### config.mk
export PLATFORM = sky130hd
export DESIGN_NAME = snake_body_tracker
export DESIGN_NICKNAME = d
export VERILOG_FILES = /design/src/rtl/snake_body_tracker.sv
export SDC_FILE = /design/constraint.sdc
export NUM_CORES = 1
export LEC_CHECK = 0
export ABC_AREA = 0
export CORE_MARGIN = 5
export CORE_UTILIZATION = 55
export CTS_BUF_LIST = sky130_fd_sc_hd__clkbuf_4
export DETAILED_ROUTE_END_ITERATION = 6
export GPL_TIMING_DRIVEN = 0
export HOLD_SLACK_MARGIN = 0.12
export PLACE_DENSITY = 0.83
export SLEW_MARGIN = 20
export SYNTH_ARGS = -nofsm -noshare
export SYNTH_HDL_FRONTEND = slang
export SYNTH_SLANG_ARGS = --single-unit
### constraint.sdc
create_clock -name clk_div -period 10 [get_ports clk_div]
set_input_delay 3 -clock clk_div [delete_from_list [all_inputs] [get_ports clk_div]]
set_output_delay 3 -clock clk_div [all_outputs]
set_load 0.02 [all_outputs]
### src/rtl/snake_body_tracker.sv
// snake_body_tracker: snake segment storage, movement, growth, collision and render lookup
module snake_body_tracker #(
    parameter int X_W      = 6,
    parameter int Y_W      = 5,
    parameter int GRID_W   = 40,
    parameter int GRID_H   = 30,
    parameter int MAX_LEN  = 16,
    parameter int INIT_LEN = 3,
    parameter int INIT_X   = 20,
    parameter int INIT_Y   = 15,
    parameter int L_W      = $clog2(MAX_LEN + 1)
) (
    input  logic           clk_div,
    input  logic           rst,
    input  logic           step,
    input  logic [1:0]     dir_req,
    input  logic           grow,
    input  logic [X_W-1:0] pix_x,
    input  logic [Y_W-1:0] pix_y,
    output logic [X_W-1:0] head_x,
    output logic [Y_W-1:0] head_y,
    output logic [L_W-1:0] length,
    output logic           body_hit,
    output logic           head_hit,
    output logic           game_over,
    output logic           moved
);
    typedef enum logic {RUN, DEAD} state_t;
    localparam logic [1:0] RIGHT = 2'd0, LEFT = 2'd1, UP = 2'd2, DOWN = 2'd3;

    state_t         state_q, state_d;
    logic [X_W-1:0] seg_x_q [MAX_LEN];
    logic [Y_W-1:0] seg_y_q [MAX_LEN];
    logic [1:0]     dir_q, dir_d, dir_n;
    logic [L_W-1:0] len_q, len_d, lim;
    logic           grow_pend_q, grow_pend_d, moved_q, moved_d;
    logic           body_hit_q, body_hit_d, head_hit_q, head_hit_d;
    logic [X_W-1:0] nx;
    logic [Y_W-1:0] ny;
    logic           wall, self_hit, grow_eff, collide;

    // Wall is detected on the current head so the next-head arithmetic never has to wrap
    always_comb begin
        dir_n = (dir_req[1] == dir_q[1] && dir_req[0] != dir_q[0]) ? dir_q : dir_req;
        wall = dir_n == RIGHT ? seg_x_q[0] == X_W'(GRID_W - 1) :
               dir_n == LEFT  ? seg_x_q[0] == '0 :
               dir_n == UP    ? seg_y_q[0] == '0 : seg_y_q[0] == Y_W'(GRID_H - 1);
        nx = dir_n == RIGHT ? seg_x_q[0] + X_W'(1) : dir_n == LEFT ? seg_x_q[0] - X_W'(1) : seg_x_q[0];
        ny = dir_n == DOWN ? seg_y_q[0] + Y_W'(1) : dir_n == UP ? seg_y_q[0] - Y_W'(1) : seg_y_q[0];
        grow_eff = (grow_pend_q | grow) && len_q != L_W'(MAX_LEN);
        lim = grow_eff ? len_q : len_q - L_W'(1);
        self_hit = 1'b0;
        for (int i = 0; i < MAX_LEN; i++)
            self_hit |= L_W'(i) < lim && seg_x_q[i] == nx && seg_y_q[i] == ny;
        collide = wall | self_hit;
    end

    always_comb begin
        state_d     = state_q;
        dir_d       = dir_q;
        len_d       = len_q;
        grow_pend_d = grow_pend_q;
        moved_d     = 1'b0;
        if (state_q == RUN) begin
            grow_pend_d = step ? 1'b0 : grow_pend_q | grow;
            if (step) begin
                state_d = collide ? DEAD : RUN;
                moved_d = ~collide;
                dir_d   = collide ? dir_q : dir_n;
                len_d   = !collide && grow_eff ? len_q + L_W'(1) : len_q;
            end
        end
    end

    always_comb begin
        head_hit_d = pix_x == seg_x_q[0] && pix_y == seg_y_q[0];
        body_hit_d = 1'b0;
        for (int i = 1; i < MAX_LEN; i++)
            body_hit_d |= L_W'(i) < len_q && pix_x == seg_x_q[i] && pix_y == seg_y_q[i];
    end

    always_ff @(posedge clk_div or posedge rst) begin
        if (rst) begin
            state_q     <= RUN;
            dir_q       <= RIGHT;
            len_q       <= L_W'(INIT_LEN);
            grow_pend_q <= 1'b0;
            moved_q     <= 1'b0;
            body_hit_q  <= 1'b0;
            head_hit_q  <= 1'b0;
        end else begin
            state_q     <= state_d;
            dir_q       <= dir_d;
            len_q       <= len_d;
            grow_pend_q <= grow_pend_d;
            moved_q     <= moved_d;
            body_hit_q  <= body_hit_d;
            head_hit_q  <= head_hit_d;
        end
    end

    always_ff @(posedge clk_div or posedge rst) begin
        if (rst) begin
            for (int i = 0; i < MAX_LEN; i++) begin
                seg_x_q[i] <= i < INIT_LEN ? X_W'(INIT_X - i) : '0;
                seg_y_q[i] <= i < INIT_LEN ? Y_W'(INIT_Y) : '0;
            end
        end else if (moved_d) begin
            seg_x_q[0] <= nx;
            seg_y_q[0] <= ny;
            for (int i = 1; i < MAX_LEN; i++) begin
                seg_x_q[i] <= seg_x_q[i-1];
                seg_y_q[i] <= seg_y_q[i-1];
            end
        end
    end

    assign head_x    = seg_x_q[0];
    assign head_y    = seg_y_q[0];
    assign length    = len_q;
    assign body_hit  = body_hit_q;
    assign head_hit  = head_hit_q;
    assign game_over = state_q == DEAD;
    assign moved     = moved_q;
endmodule

== Yosys cells after proc, flatten, opt, wreduce, memory -nomap -nowiden ==
Index checks and enable logic that the tools add are counted.

* Bits in registers: 188
* Output and inout bits: 20

* Bitwise operators: 33
* Add/sub/neg operators: 6
* Reductions and logical operators: 72
* Order comparisons: 31
* Equal/unequal tests: 72
* Muxes and demuxes: 15

{| class="wikitable"
|+ Operator list
! kind !! number
|-
| $eq 6x6->1 || 32
|-
| $eq 5x5->1 || 32
|-
| $lt 4x5->1 const A || 16
|-
| $logic_and 1x1->1 || 66
|-
| $lt 3x5->1 const A || 8
|-
| $or 1x1->1 || 31
|-
| $lt 2x5->1 const A || 4
|-
| $lt 1x5->1 const A || 3
|-
| $mux 5 || 3
|-
| $mux 6 || 2
|-
| $add 5x1->5 const B || 2
|-
| $sub 5x1->5 const B || 2
|-
| $mux 1 || 9
|-
| $add 6x1->6 const B || 1
|-
| $eq 6x6->1 const B || 1
|-
| $logic_not 6->1 || 1
|-
| $reduce_and 3->1 || 2
|-
| $sub 6x1->6 const B || 1
|-
| $eq 5x5->1 const B || 1
|-
| $logic_not 5->1 || 1
|-
| $ne 5x5->1 const B || 1
|-
| $eq 2x2->1 const B || 2
|-
| $eq 2x1->1 const B || 1
|-
| $logic_not 2->1 || 1
|-
| 5 further kinds || 6
|}

== Depth between registers and ports, before layout ==
Gate-level depths: netlist (run 1).

* Word-level depth: 28
* Mapped depth: 17
* Depth with buffers taken out: 12

== Worst setup path before layout (run 1) ==
Ideal clock, no wire load.

* Path type: input-to-reg
* From: input port dir_req[1]
* To: register seg_x_q[0] (netlist name)
* Cell stages on the path: 13
* Data required time: 9.875 ns
* Data arrival time: 6.085 ns
* Slack: 3.790 ns
* Cells stage by stage: buf_2 > or4b_1 > mux2i_2 > xnor2_1 > buf_2 > a2111oi_0 > and4_1 > a2111oi_4 > nand4_2 > nor2_4 > buf_12 > buf_12 > mux2_4

* Word-level cells in the longest chain between the ends: 28
* Elaborated cells on any way between the ends: 97
* Classes of those cells: eq/ne: 36; mux: 10; bitwise: 17; reduce/logical: 34

{| class="wikitable"
|+ Ends and longest elaborated chain
! element !! RTL line !! RTL
|-
| start, declared || 16 || <nowiki>input logic [1:0] dir_req,</nowiki>
|-
| $eq 1x1->1 || 44 || <nowiki>dir_n = (dir_req[1] == dir_q[1] && dir_req[0] != dir_q[0]) ? dir_q : dir_req;</nowiki>
|-
| $logic_and 1x1->1 || 44 ||
|-
| $mux 2 (*) || 44 ||
|-
| $eq 2x1->1 || 46, 48 ||
|-
| $mux 6 (2 in a row) || 48 || <nowiki>nx = dir_n == RIGHT ? seg_x_q[0] + X_W'(1) : dir_n == LEFT ? seg_x_q[0] - X_W'(1) : seg_x_q[0];</nowiki>
|-
| $eq 6x6->1 || 54 || <nowiki>self_hit |= L_W'(i) < lim && seg_x_q[i] == nx && seg_y_q[i] == ny;</nowiki>
|-
| $logic_and 1x1->1 (2 in a row) || 54 ||
|-
| $or 1x1->1 (15 in a row) || 54 ||
|-
| $or 1x1->1 (*) || 55 || <nowiki>collide = wall | self_hit;</nowiki>
|-
| $not 1->1 (no source line) (*) || n/a ||
|-
| $mux 1 (*) || 66 || <nowiki>if (step) begin</nowiki>
|-
| $mux 1 (*) || 64 || <nowiki>if (state_q == RUN) begin</nowiki>
|-
| end signal, assigned by index || 105 || <nowiki>seg_x_q[i] <= i < INIT_LEN ? X_W'(INIT_X - i) : '0;</nowiki>
|-
| end signal, assigned by index || 112 || <nowiki>seg_x_q[i] <= seg_x_q[i-1];</nowiki>
|-
| end, declared || 32 || <nowiki>logic [X_W-1:0] seg_x_q [MAX_LEN];</nowiki>
|}

Mark *: on every way between the ends. The rest lies on a longest branch, timed or not.
A chain may end at the register's enable or synchronous reset.

== Worst setup path in the final report (run 1) ==
* From: input port dir_req[0]
* To: register seg_x_q[1] (netlist name)

* Word-level cells in the longest chain between the ends: 28
* Elaborated cells on any way between the ends: 97
* Classes of those cells: eq/ne: 36; mux: 10; bitwise: 17; reduce/logical: 34

{| class="wikitable"
|+ Ends and longest elaborated chain
! element !! RTL line
|-
| $ne 1x1->1 || 44
|-
| $logic_and 1x1->1 || 44
|-
| $mux 2 (*) || 44
|-
| $eq 2x1->1 || 46, 48
|-
| $mux 6 (2 in a row) || 48
|-
| $eq 6x6->1 || 54
|-
| $logic_and 1x1->1 (2 in a row) || 54
|-
| $or 1x1->1 (15 in a row) || 54
|-
| $or 1x1->1 (*) || 55
|-
| $not 1->1 (no source line) (*) || n/a
|-
| $mux 1 (*) || 66
|-
| $mux 1 (*) || 64
|}

Marks and branches as above.

==> impl_metrics.py, run 1 <==
metrics = {
    "synthesis": {
        "avgSynthCellArea_um2": 10.5,
        "synth_cells": 1374,
        "ys_top_cells_by_area": "dfrtp_1 (29%), mux2_4 (10%), xnor2_1 (9.8%)",
        "yosysWarnings": 0,
        "syn_area_mm2": 0.0145,
        "synth_top_area_frac": 0.288,
        "synth_edf_count": 0,
        "synth-seq-cells": 188,
        "synthFlopType": "dfrtp_1",
        "synth_top_area_cell": "dfrtp_1",
        "synth_cell_types": 82,
        "ys_seq_area_frac": 0.326,
        "synth_nets": 1401,
        "async_reset_ff_frac": 1.00,
    },
    "power_and_ir_drop": {
        "power_frac_seq": 0.555,
        "ir_worst_vdd_v": 0.0000654,
        "switching_share": 0.330,
        "leakage_nw": 6.52,
        "p_switching_mw": 0.453,
        "powerDensity_mw_per_mm2": 88.5,
        "p_comb_frac": 0.107,
        "p_clk_frac": 0.338,
        "power_mw": 1.37,
        "p_int_mw": 0.920,
    },
    "clock_network": {
        "cts_buffer_depth": 2,
        "clk_latency_ps": 650,
        "path_clk_slew_ps": 180,
        "cts_buffers": 17,
        "ctsResizeCount": 0,
        "htreeDepth": 4,
        "cts.sinks": 188,
        "cts_tree": "built",
        "post-cts-setup-buffers": 0,
        "root_buffer": "clkbuf_4",
        "cts_hold_buf": 0,
    },
    "run": {
        "maxCapViolCount": 0,
    },
    "worst_setup_path": {
        "cp-start-kind": "input port",
        "critPathRequiredTime_ps": 10530,
        "criticalPathCategory": "input port to flop",
        "end_kind": "flop",
        "reg2regPathDepth": 16,
        "critPathCapture": "seg_x_q[1]",
        "setup.worst_path.start": "dir_req[0]",
        "r2r_slack_ps": 2750,
        "r2r-end": "seg_x_q[1]",
        "r2r-start": "head_x[0]",
        "worstPathMaxFanout": 10,
        "critical_path_arrival_ps": 8600,
    },
    "worst_hold_path": {
        "whs_path_depth": 2,
        "hp-class": "flop to flop",
    },
    "sta": {
        "setup_violations": 0,
        "worst_pin_slew_ps": 1280,
        "fin_ws_ps": 1930,
        "skew_ps": 45.0,
        "rsz0062_at_grt": "false",
        "fin_crit_ps": 8070,
        "relSlewSlack": 0.146,
        "hold_violations": 0,
        "slew_viol_final": 0,
        "fmax_ghz": 0.124,
        "whs_ps": 527,
        "period_share": 0.807,
    },
    "cells_and_area": {
        "area_growth_pct": 7.00,
        "fillers": 2184,
        "layout.nets": 1445,
        "drive_above_1_share": 0.213,
    },
    "route": {
        "drtIter0Drc": 2008,
        "drc": 2,
        "ant_nets": 0,
        "drt-pass1-iter-count": 7,
        "via_count": 12400,
        "via_per_inst": 7.03,
        "drt-total-wl_um": 62600,
        "wire_per_inst_um": 35.4,
    },
    "global_routing": {
        "grt_overflow": 0,
        "grt_pass1_vias": 11900,
        "grt_max_degree": 104,
        "grt_pass1_wl_um": 88300,
        "track_usage": 0.421,
        "grt_antenna_before_repair": 4,
    },
    "die": {
        "dieHeight_um": 172,
        "fp.coreArea_mm2": 0.0260,
        "rows": 59,
        "dieArea_mm2": 0.0297,
        "num_io_pins": 37,
        "start_util": 0.558,
        "die_x_um": 172,
    },
    "placement": {
        "place_congestion": 1.12,
        "place_ws_ps": 1540,
        "hpwl_um": 46100,
        "placement.io_buffers": 24,
    },
    "status": {
        "status": "finished with violations",
        "violations": "DRC",
    },
}
Yosys cell counts, types with 4 or more instances:
| cell type | n |
|---|---|
| o21ai_0 | 26 |
| nor2b_1 | 12 |
| o22ai_1 | 7 |
| or2_2 | 5 |
| xnor2_1 | 163 |
| a311oi_1 | 6 |
| buf_12 | 11 |
| xnor3_1 | 13 |
| or4_1 | 6 |
| xor2_1 | 158 |
| a2111oi_0 | 13 |
| mux2i_1 | 17 |
| dfrtp_1 | 167 |
| a21oi_1 | 35 |
| nor2_1 | 45 |
| and3_1 | 6 |
| a221oi_1 | 4 |
| nor4b_1 | 5 |
| buf_2 | 12 |
| clkinv_1 | 4 |
| or3_1 | 12 |
| nand3_1 | 44 |
| mux2_4 | 97 |
| and4_1 | 4 |
| dfstp_2 | 21 |
| ha_1 | 10 |
| nand4_1 | 35 |
| inv_1 | 16 |
| o211ai_1 | 6 |
| clkbuf_1 | 55 |
| nor3_1 | 46 |
| nand2b_1 | 4 |
| mux2_2 | 76 |
| nand2_1 | 41 |
| buf_4 | 20 |
| nor4_1 | 42 |
| nor3b_1 | 6 |
| a211oi_1 | 11 |
| o2111ai_1 | 9 |
| a31oi_1 | 16 |
| o311ai_0 | 5 |
| buf_1 | 15 |
worst max-delay path, stage by stage:
cell and delay (ps):
clkdlybuf4s50_1 480, mux2i_2 310, buf_6 220, mux2i_1 910, nand2_1 750, xnor2_1 300, o2111ai_1 140, nor4_1 120
nor4_1 620, nand4_2 390, nor2_4 520, buf_12 260, buf_12 210, mux2_4 310
sequential cells by signal, summed over array words and instances (netlist names):
register and count:
body_hit 1, head_x 6, head_y 5, seg_x_q 90
moved 1, seg_y_q 75, length 5, head_hit 1
dir_q 2, game_over 1, grow_pend_q 1
cells in the final DEF (no fill, tap or decap), drive strengths merged, types with 4 or more instances in the layout:
| master | Yosys | layout |
|---|---|---|
| a2111oi | 14 | 14 |
| a211oi | 11 | 11 |
| a21oi | 36 | 36 |
| a221oi | 4 | 4 |
| a311oi | 6 | 6 |
| a31oi | 16 | 16 |
| and3 | 6 | 6 |
| and4 | 4 | 4 |
| buf | 60 | 59 |
| clkbuf | 55 | 75 |
| clkdlybuf4s50 | 0 | 24 |
| clkinv | 4 | 12 |
| dfrtp | 167 | 167 |
| dfstp | 21 | 21 |
| ha | 10 | 10 |
| inv | 16 | 21 |
| mux2 | 173 | 173 |
| mux2i | 21 | 21 |
| nand2 | 41 | 41 |
| nand2b | 4 | 4 |
| nand3 | 44 | 44 |
| nand4 | 36 | 36 |
| nor2 | 47 | 47 |
| nor2b | 12 | 12 |
| nor3 | 46 | 46 |
| nor3b | 6 | 6 |
| nor4 | 42 | 42 |
| nor4b | 6 | 6 |
| o2111ai | 9 | 9 |
| o211ai | 6 | 6 |
| o21ai | 26 | 26 |
| o22ai | 7 | 7 |
| o311ai | 5 | 5 |
| or2 | 5 | 5 |
| or3 | 12 | 12 |
| or4 | 6 | 6 |
| xnor2 | 167 | 167 |
| xnor3 | 13 | 13 |
| xor2 | 158 | 158 |
final cells by class:
class / instances / area (um^2) / area share
antenna: 1 / 2.50 / 0.000161
tap: 335 / 419 / 0.0270
timing repair buffer: 25 / 268 / 0.0173
buffer: 115 / 722 / 0.0465
clock buffer: 18 / 135 / 0.00871
clock inverter: 14 / 158 / 0.0102
inverter: 20 / 82.6 / 0.00532
sequential: 188 / 4730 / 0.305
multi-input combinational: 1051 / 8990 / 0.580
per-stage QoR:
stage	TNS, ps	utilization	cell area [um^2]	cells
after floorplan	0	-	14500	1374
after global placement	-82020	0.583	15200	1733
after detailed placement	0	0.585	15200	1734
after CTS	0	0.597	15500	1766
after global routing	0	0.597	15500	1767
final	0	0.597	15500	1767
routing by layer:
| layer | vias to the layer above | global-route usage | routed length [um] |
|---|---|---|---|
| met5 | - | 0 | 41 |
| met2 | 928 | 0.629 | 26600 |
| met1 | 6208 | 0.558 | 24200 |
| li1 | 5027 | - | - |
| met4 | 6 | 0.228 | 4420 |
| met3 | 260 | 0.115 | 7370 |
cells by family (layout without fill, tap and decap cells):
logic type | count (synthesis) | in the layout | share of synthesized area
multiplexers | 194 | 194 | 0.176
other | 0 | 1 | 0
buffers and inverters | 135 | 192 | 0.0546
AO/OA/AOI/OAI | 180 | 180 | 0.0886
adder cells (fa/ha/maj) | 10 | 10 | 0.00863
XOR/XNOR | 338 | 338 | 0.219
flip-flops | 188 | 188 | 0.326
AND/OR/NAND/NOR | 329 | 329 | 0.126
power by group through the flow:
stage	clock, mW	combinational, mW	sequential (mW)
2_1_floorplan	0	0.0886	0.775
4_1_cts	0.461	0.141	0.762
6_report	0.464	0.146	0.762
3_5_place_dp	0	0.140	0.775
3_3_place_gp	0	0.137	0.775
5_1_grt	0.483	0.151	0.762
how the worst min path moves through the flow:
| stage | start | endpoint |
|---|---|---|
| 2_1_floorplan | seg_y_q[28] | seg_y_q[28] |
| 3_3_place_gp | game_over | game_over |
| 3_5_place_dp | game_over | game_over |
| 4_1_cts | game_over | game_over |
| 5_1_grt | game_over | game_over |
| 6_report | game_over | game_over |
No activity file was read; power rests on OpenSTA's default activity.
==> run 2, diff against run 1 <==
==> constraint.sdc (replaced) <==
create_clock -name clk_div -period 7.8 [get_ports clk_div]
set_input_delay 2.34 -clock clk_div [delete_from_list [all_inputs] [get_ports clk_div]]
set_output_delay 2.34 -clock clk_div [all_outputs]
set_load 0.02 [all_outputs]
==> results of run 2 <==
Same layout as run 1 (identical final DEF). Status: finished with violations: DRC.
Among the figures that moved: setup slack after placement 1540 ps -> 3.24 ps; setup slack after layout 1930 ps -> 393 ps; register-to-register setup slack 2750 ps -> 550 ps; total power 1.37 mW -> 1.76 mW; worst IR drop on VDD 0.0000654 V -> 0.0000839 V
==> run 3, diff against run 2 <==
--- a/config.mk
+++ b/config.mk
@@ -5,14 +5,13 @@
 export SDC_FILE = /design/constraint.sdc
 export NUM_CORES = 1
 export LEC_CHECK = 0
-export ABC_AREA = 0
 export CORE_MARGIN = 5
 export CORE_UTILIZATION = 55
 export CTS_BUF_LIST = sky130_fd_sc_hd__clkbuf_4
 export DETAILED_ROUTE_END_ITERATION = 6
 export GPL_TIMING_DRIVEN = 0
 export HOLD_SLACK_MARGIN = 0.12
-export PLACE_DENSITY = 0.83
+export PLACE_DENSITY = 0.86
 export SLEW_MARGIN = 20
 export SYNTH_ARGS = -nofsm -noshare
 export SYNTH_HDL_FRONTEND = slang
==> constraint.sdc (replaced) <==
create_clock -name clk_div -period 6.36 [get_ports clk_div]
set_input_delay 1.908 -clock clk_div [delete_from_list [all_inputs] [get_ports clk_div]]
set_output_delay 1.908 -clock clk_div [all_outputs]
set_load 0.02 [all_outputs]
==> impl_metrics.py, run 3 (synthesis gave the netlist of run 1 again) <==
metrics = {
    "sta": {
        "setup_violations": 4,
        "fin_crit_ps": 6380,
        "relSlewSlack": 0.126,
        "hold_violations": 0,
        "fmax_ghz": 0.157,
        "worst_pin_slew_ps": 1280,
        "skew_ps": 66.7,
        "whs_ps": 531,
        "slew_viol_final": 0,
        "fin_ws_ps": -17.4,
        "rsz0062_at_grt": "false",
        "period_share": 1.00,
    },
    "die": {
        "num_io_pins": 37,
        "dieArea_mm2": 0.0297,
        "start_util": 0.558,
        "fp.coreArea_mm2": 0.0260,
        "dieHeight_um": 172,
        "rows": 59,
        "die_x_um": 172,
    },
    "clock_network": {
        "htreeDepth": 4,
        "clk_latency_ps": 670,
        "cts_buffers": 17,
        "path_clk_slew_ps": 220,
        "cts_tree": "built",
        "cts.sinks": 188,
        "root_buffer": "clkbuf_4",
        "cts_buffer_depth": 2,
    },
    "worst_setup_path": {
        "r2r_slack_ps": 370,
        "end_kind": "flop",
        "critical_path_arrival_ps": 6910,
        "r2r-end": "head_x[5]",
        "crit_buf_inv": 4,
        "cp-start-kind": "input port",
        "worstPathMaxFanout": 10,
        "cp_slowest_cell": "o41ai_1",
        "critPathRequiredTime_ps": 6890,
        "slowest_delay_ps": 890,
        "crit_chain": "clkdlybuf4s50_1 > mux2i_2 > buf_6 > mux2i_2 > xnor2_1 > buf_2 > xor2_1 > o2111ai_1 > o41ai_1 > nor3_1 > nand4_2 > clkbuf_1 > nor3_1 > xnor2_1",
        "reg2regPathDepth": 14,
        "criticalPathCategory": "input port to flop",
        "r2r-start": "head_y[1]",
        "crit_family": "buffers and inverters",
    },
    "worst_hold_path": {
        "min_from": "game_over",
        "hp-class": "flop to flop",
        "whs_path_depth": 2,
        "whs_endpoint": "game_over",
    },
    "route": {
        "drt-total-wl_um": 62500,
        "drc": 5,
        "ant_nets": 0,
        "drt-pass1-iter-count": 7,
        "via_count": 12400,
        "drtIter0Drc": 1950,
        "wire_per_inst_um": 35.2,
        "via_per_inst": 6.97,
    },
    "placement": {
        "hpwl_um": 47500,
        "place_congestion": 1.07,
        "placement.io_buffers": 24,
    },
    "global_routing": {
        "track_usage": 0.420,
        "grt_pass1_wl_um": 88300,
        "grt_antenna_before_repair": 3,
        "grt_pass1_vias": 12000,
        "grt_overflow": 0,
        "grt_max_degree": 38,
    },
    "power_and_ir_drop": {
        "powerDensity_mw_per_mm2": 141,
        "power_mw": 2.21,
        "ir_worst_vdd_v": 0.000141,
        "leakage_nw": 6.57,
    },
    "cells_and_area": {
        "final-seq-area_mm2": 0.00473,
        "drive_above_1_share": 0.217,
        "regMostFlops": "seg_x_q",
        "multi_input_area_mm2": 0.00902,
        "area_growth_pct": 8.04,
        "layout.nets": 1449,
        "largest_reg_flops": 90,
        "fillers": 2194,
        "final_cell_mix": "dfrtp_1 (167), xnor2_1 (163), xor2_1 (158)",
        "final_common_cell": "dfrtp_1",
    },
    "status": {
        "violations": "DRC, setup timing",
        "status": "finished with violations",
    },
    "run": {
        "maxCapViolCount": 0,
    },
}
[run 3: changes by cell type in the layout (fill, tap and decap cells not counted), moves of 2 or more]
cell      change
buf_12        +6
clkinv_8      +2
diode_2       +3
inv_6         -2
nor4_1        -3
nor4_2        +3
[run 3: worst max path at each step]
stage / from / end / slack [ps] / depth (start not counted)
after floorplan: dir_req[1] / seg_x_q[0] / 1240 / 13
after detailed placement: dir_req[1] / seg_x_q[0] / -920 / 14
after CTS: dir_req[0] / seg_y_q[32] / 20 / 14
after global placement: dir_req[1] / seg_y_q[32] / -960 / 14
after global routing: dir_req[0] / head_y[0] / 6 / 14
final: dir_req[0] / head_x[5] / -20 / 14
[run 3: layout make-up]
cell class / count / share of cell area
Multi-Input combinational cell: 1051 / 0.576
Clock buffer: 17 / 0.00815
Tap cell: 335 / 0.0268
Buffer: 113 / 0.0455
Sequential cell: 188 / 0.302
Inverter: 20 / 0.00503
Clock inverter: 15 / 0.0124
Antenna cell: 4 / 0.000639
Timing Repair Buffer: 31 / 0.0235
[run 3: layer usage]
metal  track usage  vias up  part of all wire
li1              -     5043                 -
met5             0        -           0.00021
met3         0.142      220              0.14
met1         0.579     6091              0.39
met4         0.188        2             0.056
met2         0.601     1004              0.41
[run 3: worst register-to-register path: cells and delay by family, from the launching register on]
family / cells / cell delay, ps
xor gates and xnor gates: 1 / 160
buffers and inverters: 3 / 1780
AOI/OAI and AO/OA: 1 / 900
and+or+nand+nor: 6 / 1190
muxes: 2 / 520
DFF: 1 / 750
adders and majority gates: 1 / 550
[run 3: what timing repair did]
| item | 4_1_cts | 5_1_grt |
|---|---|---|
| gates cloned | 0 | 0 |
| pin swaps | 0 | 1 |
| setup endpoints to repair | 180 | 177 |
| buffers inserted | 0 | 2 |
| hold buffers | 0 | 0 |
| gates resized for setup | 4 | 3 |
[run 3: through the flow]
step	util	setup TNS (ps)	area [um^2]	setup WS [ps]	instances
final	0.603	-38.0	15700	-17.4	1774
after floorplan	-	0	14500	1240	1374
after detailed placement	0.587	-153490	15300	-920	1738
after CTS	0.600	0	15600	16.1	1768
after global routing	0.602	0	15700	6.12	1771
after global placement	0.583	-160270	15200	-959	1733
[run 3: report_power, final]
group | internal (mW) | switching (mW)
Clock | 0.192 | 0.581
Combinational | 0.0700 | 0.168
Sequential | 1.20 | 0.0000121
